### config.mk
export PLATFORM = sky130hd
export DESIGN_NAME = morse_word_receiver
export DESIGN_NICKNAME = d
export VERILOG_FILES = /design/src/rtl/morse_word_receiver.sv
export SDC_FILE = /design/constraint.sdc
export NUM_CORES = 1
export LEC_CHECK = 0
export BUFFER_PORTS_ARGS = -buffer_cell sky130_fd_sc_hd__clkbuf_2
export CELL_PAD_IN_SITES_DETAIL_PLACEMENT = 2
export CELL_PAD_IN_SITES_GLOBAL_PLACEMENT = 2
export CORE_MARGIN = 10
export CORE_UTILIZATION = 39
export CTS_CLUSTER_SIZE = 8
export DETAILED_ROUTE_END_ITERATION = 10
export GPL_TIMING_DRIVEN = 0
export PLACE_DENSITY = 0.93
export SYNTH_ARGS = -nofsm -noshare
export SYNTH_HDL_FRONTEND = slang
export SYNTH_SLANG_ARGS = --single-unit
### constraint.sdc
create_clock -name clk -period 15.5 [get_ports clk]
set_clock_uncertainty 0.2 [all_clocks]
set_input_delay 1.55 -clock clk [delete_from_list [all_inputs] [get_ports clk]]
set_output_delay 1.55 -clock clk [all_outputs]
set_load 0.01 [all_outputs]
### src/rtl/morse_word_receiver.sv
// morse_word_receiver
// Samples a keyed Morse signal on the ce time-base tick, classifies each mark
// as dit/dah, decodes characters to ASCII and assembles whole words. Finished
// words sit in a one-word holding register behind a valid/ready handshake so
// that assembly of the next word carries on while the consumer is busy.
//
// Optional feature macro: MORSE_RX_PUNCT_EN
//   defined   -> also decode . , ? / - =
//   undefined -> those patterns decode as '*' and flag a word error
//
// Ports:
//   clk, rst      clock and synchronous active-high reset
//   ce            time-base tick; all timing is counted in ce ticks
//   dit_time      nominal dit length
//   dah_time      nominal dah length
//   word_time     nominal inter-word gap length
//   tol_time      symmetric tolerance applied to all timing comparisons
//   signal        keyed input (already synchronous to clk)
//   word          packed word, first character at the LSBs, unused slots zero
//   word_len      number of valid characters in word
//   word_valid    word/word_len/word_error are valid
//   word_ready    consumer accepts on word_valid & word_ready
//   word_error    word contained a bad element, unknown pattern or truncation
//   overrun       sticky: a finished word was dropped (cleared by rst only)
//   busy          assembly FSM is not idle
module morse_word_receiver #(
  parameter int PULSE_CNT_W   = 16,
  parameter int CHAR_W        = 8,
  parameter int MAX_CHARS     = 8,
  parameter int MAX_MORSE_LEN = 6,
  parameter int LEN_W         = 4
) (
  input  logic                        clk,
  input  logic                        rst,
  input  logic                        ce,
  input  logic [PULSE_CNT_W-1:0]      dit_time,
  input  logic [PULSE_CNT_W-1:0]      dah_time,
  input  logic [PULSE_CNT_W-1:0]      word_time,
  input  logic [PULSE_CNT_W-1:0]      tol_time,
  input  logic                        signal,
  output logic [CHAR_W*MAX_CHARS-1:0] word,
  output logic [LEN_W-1:0]            word_len,
  output logic                        word_valid,
  input  logic                        word_ready,
  output logic                        word_error,
  output logic                        overrun,
  output logic                        busy
);

  localparam int ELEM_CNT_W = $clog2(MAX_MORSE_LEN + 1);
  localparam int WORD_W     = CHAR_W * MAX_CHARS;

  typedef enum logic [1:0] {
    IDLE  = 2'd0,
    MARK  = 2'd1,
    SPACE = 2'd2
  } state_t;

  state_t                  state, state_nxt;
  logic [PULSE_CNT_W-1:0]  cnt, cnt_nxt;
  logic [MAX_MORSE_LEN-1:0] elem, elem_nxt;
  logic [ELEM_CNT_W-1:0]   elem_cnt, elem_cnt_nxt;
  logic                    char_bad, char_bad_nxt;
  logic [WORD_W-1:0]       buf_word, buf_word_nxt;
  logic [LEN_W-1:0]        buf_len, buf_len_nxt;
  logic                    buf_err, buf_err_nxt;
  logic [WORD_W-1:0]       out_word, out_word_nxt;
  logic [LEN_W-1:0]        out_len, out_len_nxt;
  logic                    out_err, out_err_nxt;
  logic                    out_valid, out_valid_nxt;
  logic                    overrun_q, overrun_nxt;

  logic [PULSE_CNT_W-1:0]  char_thr, word_thr, cnt_inc;
  logic                    is_dit, is_dah, elem_val;
  logic                    do_char, do_word;
  logic [7:0]              ascii;

  // Saturating subtraction clamped to a minimum of 1, so a zero threshold
  // still needs at least one counted tick.
  function automatic logic [PULSE_CNT_W-1:0] sat_thr(input logic [PULSE_CNT_W-1:0] a,
                                                     input logic [PULSE_CNT_W-1:0] b);
    if (a > b) return a - b;
    return PULSE_CNT_W'(1);
  endfunction

  function automatic logic [PULSE_CNT_W-1:0] abs_diff(input logic [PULSE_CNT_W-1:0] a,
                                                      input logic [PULSE_CNT_W-1:0] b);
    if (a >= b) return a - b;
    return b - a;
  endfunction

  // The element register is LSB-first (first element in bit 0, 1 = dah).
  // It is folded into a code with a leading sentinel 1 followed by the
  // elements in keying order, so ".-" becomes 8'b101. Returns 0 when unknown.
  function automatic logic [7:0] decode_char(input logic [ELEM_CNT_W-1:0]    len,
                                             input logic [MAX_MORSE_LEN-1:0] pat);
    logic [7:0] code;
    code = 8'd1;
    if (int'(len) > 7) return 8'h00;
    for (int i = 0; i < MAX_MORSE_LEN; i++) begin
      if (i < int'(len)) code = {code[6:0], pat[i]};
    end
    case (code)
      8'b101:     return "A";
      8'b11000:   return "B";
      8'b11010:   return "C";
      8'b1100:    return "D";
      8'b10:      return "E";
      8'b10010:   return "F";
      8'b1110:    return "G";
      8'b10000:   return "H";
      8'b100:     return "I";
      8'b10111:   return "J";
      8'b1101:    return "K";
      8'b10100:   return "L";
      8'b111:     return "M";
      8'b110:     return "N";
      8'b1111:    return "O";
      8'b10110:   return "P";
      8'b11101:   return "Q";
      8'b1010:    return "R";
      8'b1000:    return "S";
      8'b11:      return "T";
      8'b1001:    return "U";
      8'b10001:   return "V";
      8'b1011:    return "W";
      8'b11001:   return "X";
      8'b11011:   return "Y";
      8'b11100:   return "Z";
      8'b111111:  return "0";
      8'b101111:  return "1";
      8'b100111:  return "2";
      8'b100011:  return "3";
      8'b100001:  return "4";
      8'b100000:  return "5";
      8'b110000:  return "6";
      8'b111000:  return "7";
      8'b111100:  return "8";
      8'b111110:  return "9";
`ifdef MORSE_RX_PUNCT_EN
      8'b1010101: return ".";
      8'b1110011: return ",";
      8'b1001100: return "?";
      8'b110010:  return "/";
      8'b1100001: return "-";
      8'b110001:  return "=";
`endif
      default:    return 8'h00;
    endcase
  endfunction

  assign char_thr = sat_thr(dah_time, tol_time);
  assign word_thr = sat_thr(word_time, tol_time);
  assign cnt_inc  = (cnt == {PULSE_CNT_W{1'b1}}) ? cnt : cnt + 1'b1;

  // All state and datapath registers; reset discards any partial or held word.
  always_ff @(posedge clk) begin
    if (rst) begin
      state     <= IDLE;
      cnt       <= '0;
      elem      <= '0;
      elem_cnt  <= '0;
      char_bad  <= 1'b0;
      buf_word  <= '0;
      buf_len   <= '0;
      buf_err   <= 1'b0;
      out_word  <= '0;
      out_len   <= '0;
      out_err   <= 1'b0;
      out_valid <= 1'b0;
      overrun_q <= 1'b0;
    end else begin
      state     <= state_nxt;
      cnt       <= cnt_nxt;
      elem      <= elem_nxt;
      elem_cnt  <= elem_cnt_nxt;
      char_bad  <= char_bad_nxt;
      buf_word  <= buf_word_nxt;
      buf_len   <= buf_len_nxt;
      buf_err   <= buf_err_nxt;
      out_word  <= out_word_nxt;
      out_len   <= out_len_nxt;
      out_err   <= out_err_nxt;
      out_valid <= out_valid_nxt;
      overrun_q <= overrun_nxt;
    end
  end

  // Next-state logic. The handshake runs every cycle; the FSM only moves on
  // ce ticks. Within a tick the character commit is evaluated before the word
  // commit so a word gap that also satisfies the character gap (or a
  // misconfigured word_thr <= char_thr) still flushes the last character.
  always_comb begin
    state_nxt     = state;
    cnt_nxt       = cnt;
    elem_nxt      = elem;
    elem_cnt_nxt  = elem_cnt;
    char_bad_nxt  = char_bad;
    buf_word_nxt  = buf_word;
    buf_len_nxt   = buf_len;
    buf_err_nxt   = buf_err;
    out_word_nxt  = out_word;
    out_len_nxt   = out_len;
    out_err_nxt   = out_err;
    out_valid_nxt = out_valid;
    overrun_nxt   = overrun_q;
    is_dit        = 1'b0;
    is_dah        = 1'b0;
    elem_val      = 1'b0;
    do_char       = 1'b0;
    do_word       = 1'b0;
    ascii         = 8'h00;

    if (out_valid && word_ready) out_valid_nxt = 1'b0;

    if (ce) begin
      case (state)
        IDLE: begin
          if (signal) begin
            state_nxt = MARK;
            cnt_nxt   = PULSE_CNT_W'(1);
          end
        end
        MARK: begin
          if (signal) begin
            cnt_nxt = cnt_inc;
          end else begin
            is_dit   = abs_diff(cnt, dit_time) <= tol_time;
            is_dah   = abs_diff(cnt, dah_time) <= tol_time;
            elem_val = !is_dit && is_dah;
            if (elem_cnt == ELEM_CNT_W'(MAX_MORSE_LEN)) begin
              char_bad_nxt = 1'b1;
            end else begin
              for (int i = 0; i < MAX_MORSE_LEN; i++) begin
                if (i == int'(elem_cnt)) elem_nxt[i] = elem_val;
              end
              elem_cnt_nxt = elem_cnt + 1'b1;
              if (!is_dit && !is_dah) char_bad_nxt = 1'b1;
            end
            state_nxt = SPACE;
            cnt_nxt   = PULSE_CNT_W'(1);
          end
        end
        SPACE: begin
          if (signal) begin
            state_nxt = MARK;
            cnt_nxt   = PULSE_CNT_W'(1);
          end else begin
            cnt_nxt = cnt_inc;
            do_word = cnt_inc >= word_thr;
            do_char = (elem_cnt != '0 || char_bad) && (cnt_inc >= char_thr || do_word);
          end
        end
        default: state_nxt = IDLE;
      endcase
    end

    if (do_char) begin
      ascii = decode_char(elem_cnt, elem);
      if (char_bad || ascii == 8'h00) begin
        ascii       = 8'h2A;
        buf_err_nxt = 1'b1;
      end
      if (buf_len == LEN_W'(MAX_CHARS)) begin
        buf_err_nxt = 1'b1;
      end else begin
        for (int i = 0; i < MAX_CHARS; i++) begin
          if (i == int'(buf_len)) buf_word_nxt[i*CHAR_W +: CHAR_W] = CHAR_W'(ascii);
        end
        buf_len_nxt = buf_len + 1'b1;
      end
      elem_nxt     = '0;
      elem_cnt_nxt = '0;
      char_bad_nxt = 1'b0;
    end

    // The holding register may be refilled on the very cycle it is accepted.
    if (do_word) begin
      if (!out_valid || word_ready) begin
        out_word_nxt  = buf_word_nxt;
        out_len_nxt   = buf_len_nxt;
        out_err_nxt   = buf_err_nxt;
        out_valid_nxt = 1'b1;
      end else begin
        overrun_nxt = 1'b1;
      end
      buf_word_nxt = '0;
      buf_len_nxt  = '0;
      buf_err_nxt  = 1'b0;
      state_nxt    = IDLE;
    end
  end

  assign word       = out_word;
  assign word_len   = out_len;
  assign word_valid = out_valid;
  assign word_error = out_err;
  assign overrun    = overrun_q;
  assign busy       = (state != IDLE);

endmodule
==> impl_metrics.env, run 1 <==
export IMPL_synth_seq_cells=168
export IMPL_grt_pass1_vias=17628
export IMPL_grt_pass1_wl_mm=113
export IMPL_root_buffer="clkbuf_16"
export IMPL_most_common_layout_cells="nor2_1, ha_1, dfxtp_1"
export IMPL_avgSynthCellArea_um2=7.89
export IMPL_synthDistinctLibCells=73
export IMPL_rsz0062_at_grt="no"
export IMPL_grt_overflow=0
export IMPL_synth_top_area_frac=0.246
export IMPL_ir_drop_v=0.0000928
export IMPL_io_buffers=140
export IMPL_final_max_slew_viol_count=0
export IMPL_fin_setup_tns_ps=0
export IMPL_yosysTopAreaCell="dfxtp_1"
export IMPL_ios=141
export IMPL_die_area_um2=42900
export IMPL_die_x_um=207
export IMPL_layout_commonest_cell="nor2_1"
export IMPL_clk_latency_ps=470
export IMPL_r2r_slack_ps=7950
export IMPL_cp_data_required_time_ps=15600
export IMPL_r2r_start="cnt[5]$_SDFFE_PP0P_"
export IMPL_slew_headroom=0.260
export IMPL_fin_crit_ps=9220
export IMPL_via_per_inst=6.72
export IMPL_hold_viol_final=0
export IMPL_hold_depth=2
export IMPL_status="complete, no violations"
export IMPL_netlist_area_um2=13700
export IMPL_post_route_period_util=0.595
export IMPL_die_h_um=207
export IMPL_syn_inst=1731
export IMPL_async_flop_share=0
export IMPL_ant_nets=0
export IMPL_cp_max_fo=10
export IMPL_cts_htree_levels=4
export IMPL_drt_iter0_markers=1444
export IMPL_vias=15862
export IMPL_dpl_hpwl_mm=51.6
export IMPL_fmax_mhz=108
export IMPL_wl_per_cell_um=32.4
export IMPL_p_leak_nw=6.58
export IMPL_end_kind="flop"
export IMPL_numCtsBuffers=17
export IMPL_rows=68
export IMPL_clock_sinks=168
export IMPL_cp_start_kind="input port"
export IMPL_cap_violations=0
export IMPL_drive_above_1_share=0.110
export IMPL_r2r_end="buf_word[35]$_SDFF_PP0_"
export IMPL_yosysWarnings=0
export IMPL_dp_slack_ps=6750
export IMPL_cts_hold_buf=0
export IMPL_wirelength_mm=76.4
export IMPL_post_dp_cell_area_um2=14900
export IMPL_critical_path_class="input port to flop"
export IMPL_grt_max_degree=17
export IMPL_design_core_area_um2=34500
export IMPL_gp_congestion=0.921
export IMPL_synth_edf_count=0
export IMPL_worst_slew_pin_slew_ps=1100
export IMPL_synth_area_leaders="dfxtp_1, ha_1, nor2_1"
export IMPL_area_growth_pct=13.8
export IMPL_setup_slack_ps=6280
export IMPL_synth_main_ff_cell="dfxtp_1"
export IMPL_utilization=0.450
export IMPL_power_mw=1.20
export IMPL_firstDrtPassIters=5
export IMPL_clkTransAtPathRegs_ps=70
export IMPL_p_per_area_nw_per_um2=77.5
export IMPL_arrival_ps=9320
export IMPL_cts_resized_gates=0
export IMPL_drc_errors=0
export IMPL_initial_utilization=0.395
export IMPL_synth_seq_area_share=0.246
export IMPL_stdcell_area_um2=15500
export IMPL_hold_path_class="flop to flop"
export IMPL_setup_viol=0
export IMPL_antenna_found_initial=3
export IMPL_postCtsSetupRepairBufs=0
export IMPL_cts_buffer_depth=2
export IMPL_min_to="buf_word[31]$_SDFF_PP0_"
export IMPL_hp_start="buf_word[31]$_SDFF_PP0_"
export IMPL_syn_nets=1986
export IMPL_track_usage=0.335
export IMPL_final_nets=2146
export IMPL_worstRegToRegCells=19
export IMPL_cts_tree="yes"
stage by stage:
stage,cells,hold WS [ps]
after floorplan,1731,210
after global placement,2326,218
after detailed placement,2327,250
after CTS,2359,254
after global routing,2361,269
final,2362,260
worst max-delay path, stage by stage:
cell and delay (ps):
clkbuf_2 90, inv_1 480, fa_1 360, a21o_1 150, a21oi_1 120, o21bai_1 240, a31oi_1 180, o211ai_1 310
nand2_1 140, o21a_1 190, nor2_1 590, clkbuf_1 550, nand2_1 210, ha_1 410, nand4_1 100, and3_1 210
o21ai_0 110, a31oi_1 320, a31oi_1 520, clkbuf_1 420, and3_1 270, clkbuf_1 630, clkbuf_1 500, nor2_1 90
a211oi_1 560
worst max path at each step:
stage	start	end	slack [ps]	depth (start not counted)
global placement	tol_time[1]	word[37]$_SDFFE_PP0P_	7430	26
floorplan	word_time[0]	word[37]$_SDFFE_PP0P_	9160	27
detailed placement	tol_time[1]	word[37]$_SDFFE_PP0P_	6750	26
global route	tol_time[1]	buf_word[35]$_SDFF_PP0_	6160	25
CTS	tol_time[1]	buf_word[35]$_SDFF_PP0_	6720	25
finish	tol_time[1]	buf_word[35]$_SDFF_PP0_	6280	25
metal layers:
metal | vias to the layer above | routed length [um] | track usage
met5 | - | 0 | 0
li1 | 6604 | - | -
met2 | 931 | 36000 | 0.561
met4 | 0 | 5610 | 0.224
met3 | 418 | 5590 | 0.0766
met1 | 7909 | 29300 | 0.372
cell usage after synthesis (5+ instances only):
library cell,instances
clkbuf_1,74
ha_1,180
nor2b_1,30
nor4b_1,9
a31oi_1,31
mux2i_1,45
a21boi_0,5
a21oi_1,100
nor2_1,193
or3_1,11
xnor2_1,46
mux2_2,11
dfxtp_1,168
a2111oi_0,6
nand2b_1,13
o211ai_1,10
o21a_1,17
buf_2,11
and3_1,22
and2_1,19
nand3b_1,10
inv_1,98
nand2_1,123
o21ai_0,89
a221oi_1,5
xor2_1,16
o21bai_1,11
a211oi_1,80
a22oi_1,13
fa_1,6
a311oi_1,6
a21o_1,54
nor3b_1,9
a41oi_1,10
nand4_1,33
nor3_1,40
nand3_1,54
o31ai_1,10
logic make-up (layout without fill, tap and decap cells):
kind of cell	after synthesis	after routing	synth area share
and+or+nand+nor	581	581	0.207
AOI/OAI and AO/OA	488	488	0.237
buffers and inverters	190	363	0.0534
adders and majority gates	186	186	0.174
DFF	168	168	0.246
xor gates and xnor gates	62	62	0.0398
muxes	56	56	0.0421
other	0	3	0
where the power goes:
part / internal [mW] / switching, mW
combinational: 0.0992 / 0.202
sequential: 0.432 / 0.00167
clock: 0.242 / 0.226
area by class of cell:
class | count | area, um^2
fillers | 3961 | 19000
multi-input cells | 1373 | 9560
flip-flops and latches | 168 | 3360
repair buffers | 141 | 708
well taps | 455 | 569
clock buffers | 18 | 429
inverters | 99 | 372
plain buffers | 91 | 358
clock inverters | 14 | 164
diodes | 3 | 7.51
flip-flops by register name, indices dropped and copies added, names as in the netlist:
signal      count
word_valid      1
buf_word       64
word_len        4
word_error      1
buf_err         1
elem_cnt        3
state           2
buf_len         4
cnt            16
overrun         1
char_bad        1
word           64
elem            6
No activity file was read; power rests on OpenSTA's default activity.
==> run 2: changes to the inputs <==
--- a/config.mk
+++ b/config.mk
@@ -9,11 +9,11 @@
 export CELL_PAD_IN_SITES_DETAIL_PLACEMENT = 2
 export CELL_PAD_IN_SITES_GLOBAL_PLACEMENT = 2
 export CORE_MARGIN = 10
-export CORE_UTILIZATION = 39
+export CORE_UTILIZATION = 32
 export CTS_CLUSTER_SIZE = 8
 export DETAILED_ROUTE_END_ITERATION = 10
 export GPL_TIMING_DRIVEN = 0
-export PLACE_DENSITY = 0.93
+export PLACE_DENSITY = 0.82
 export SYNTH_ARGS = -nofsm -noshare
 export SYNTH_HDL_FRONTEND = slang
 export SYNTH_SLANG_ARGS = --single-unit
==> constraint.sdc (replaced) <==
create_clock -name clk -period 7.87 [get_ports clk]
set_clock_uncertainty 0.2 [all_clocks]
set_input_delay 0.787 -clock clk [delete_from_list [all_inputs] [get_ports clk]]
set_output_delay 0.787 -clock clk [all_outputs]
set_load 0.01 [all_outputs]
==> run 2 against run 1 <==
- final cell count rose by 3.5%
- first-iteration DRC count fell by 45%
- critical path depth rose by 2
- setup slack got worse by 5700 ps
- global-route usage fell by 11 points
- non-clock buffer count did not move
- critical path type unchanged
- largest cell class unchanged
==> impl_metrics.env, run 2 (synthesis gave the netlist of run 1 again) <==
export IMPL_cp_max_fo=10
export IMPL_firstDrtPassIters=7
export IMPL_hold_viol_final=0
export IMPL_ir_drop_v=0.000180
export IMPL_wirelength_mm=59.2
export IMPL_cap_violations=0
export IMPL_rows=75
export IMPL_post_route_period_util=0.929
export IMPL_rsz0062_at_grt="no"
export IMPL_grt_pass1_vias=15516
export IMPL_fmax_mhz=137
export IMPL_power_mw=2.27
export IMPL_antenna_found_initial=1
export IMPL_drt_iter0_markers=787
export IMPL_slew_headroom=0.136
export IMPL_area_growth_pct=14.6
export IMPL_layout_commonest_cell="nor2_1"
export IMPL_multi_input_area_um2=9560
export IMPL_io_buffers=140
export IMPL_numCtsBuffers=17
export IMPL_critical_path_class="input port to flop"
export IMPL_grt_max_degree=19
export IMPL_most_common_layout_cells="nor2_1, ha_1, dfxtp_1"
export IMPL_utilization=0.372
export IMPL_r2r_slack_ps=650
export IMPL_final_nets=2146
export IMPL_vias=14155
export IMPL_fillers=4898
export IMPL_worst_slew_pin_slew_ps=1290
export IMPL_clkTransAtPathRegs_ps=80
export IMPL_drive_above_1_share=0.111
export IMPL_crit_buf_inv=6
export IMPL_end_kind="flop"
export IMPL_fin_crit_ps=7310
export IMPL_cp_data_required_time_ps=8040
export IMPL_wl_per_cell_um=24.2
export IMPL_crit_path_top_delay_cell="a31oi_1"
export IMPL_postCtsSetupRepairBufs=0
export IMPL_cts_resized_gates=0
export IMPL_critPathMaxStageDelay_ps=590
export IMPL_cts_tree="yes"
export IMPL_dpl_hpwl_mm=47.0
export IMPL_ios=141
export IMPL_cts_htree_levels=4
export IMPL_hold_ws_ps=235
export IMPL_die_h_um=227
export IMPL_ant_nets=0
export IMPL_track_usage=0.227
export IMPL_cp_start_kind="input port"
export IMPL_regArea_um2=3360
export IMPL_via_per_inst=5.79
export IMPL_grt_overflow=0
export IMPL_hold_path_class="flop to flop"
export IMPL_clock_sinks=168
export IMPL_final_max_slew_viol_count=0
export IMPL_stdcell_area_um2=15600
export IMPL_fin_setup_tns_ps=0
export IMPL_setup_viol=0
export IMPL_die_x_um=227
export IMPL_arrival_ps=7480
export IMPL_cts_buffer_depth=2
export IMPL_gp_congestion=0.918
export IMPL_final_cells=2444
export IMPL_die_area_um2=51300
export IMPL_post_dp_cell_area_um2=15000
export IMPL_p_leak_nw=6.59
export IMPL_status="complete, no violations"
export IMPL_grt_pass1_wl_mm=91.4
export IMPL_crit_family="compound AO/OA/AOI/OAI gates"
export IMPL_root_buffer="clkbuf_16"
export IMPL_cts_hold_buf=0
export IMPL_p_per_area_nw_per_um2=145
export IMPL_design_core_area_um2=42000
export IMPL_dp_slack_ps=182
export IMPL_initial_utilization=0.325
export IMPL_setup_slack_ps=561
export IMPL_clk_latency_ps=450
export IMPL_dpl_cell_count=2411
export IMPL_drc_errors=0
## run 2: per-layer routing
metal / vias up / wire (um) / global-route usage
met2: 240 / 28400 / 0.385
met5: - / 0 / 0
met3: 72 / 1960 / 0.0297
met1: 7266 / 27500 / 0.293
li1: 6577 / - / -
met4: 0 / 1360 / 0.0671
## run 2: cell type report
type,count,share of cell area
multi-input cells,1373,0.611
flip-flops and latches,168,0.215
repair buffers,141,0.0453
well taps,539,0.0431
clock buffers,17,0.0272
inverters,99,0.0237
plain buffers,91,0.0229
clock inverters,15,0.0116
diodes,1,0.000160
## run 2: worst paths after layout
check | endpoint | cells past startpoint | from
max | word[37]$_SDFFE_PP0P_ | 27 | tol_time[0]
min | buf_word[47]$_SDFF_PP0_ | 2 | buf_word[47]$_SDFF_PP0_
max reg2reg | elem[5]$_SDFFE_PP0P_ | 23 | cnt[7]$_SDFFE_PP0P_
min reg2reg | buf_word[47]$_SDFF_PP0_ | 2 | buf_word[47]$_SDFF_PP0_
## run 2: report_power, final
group	internal (mW)	switching, mW	total, mW	leakage [nW]
registers	0.851	0.00247	0.853	1.35
clock network	0.458	0.431	0.889	0.296
logic	0.191	0.336	0.527	4.94
## run 2: tightest hold or removal path: stages (launching register included)
cell and delay [ps]:
dfxtp_1 320, nand2_1 50, nor2_1 30
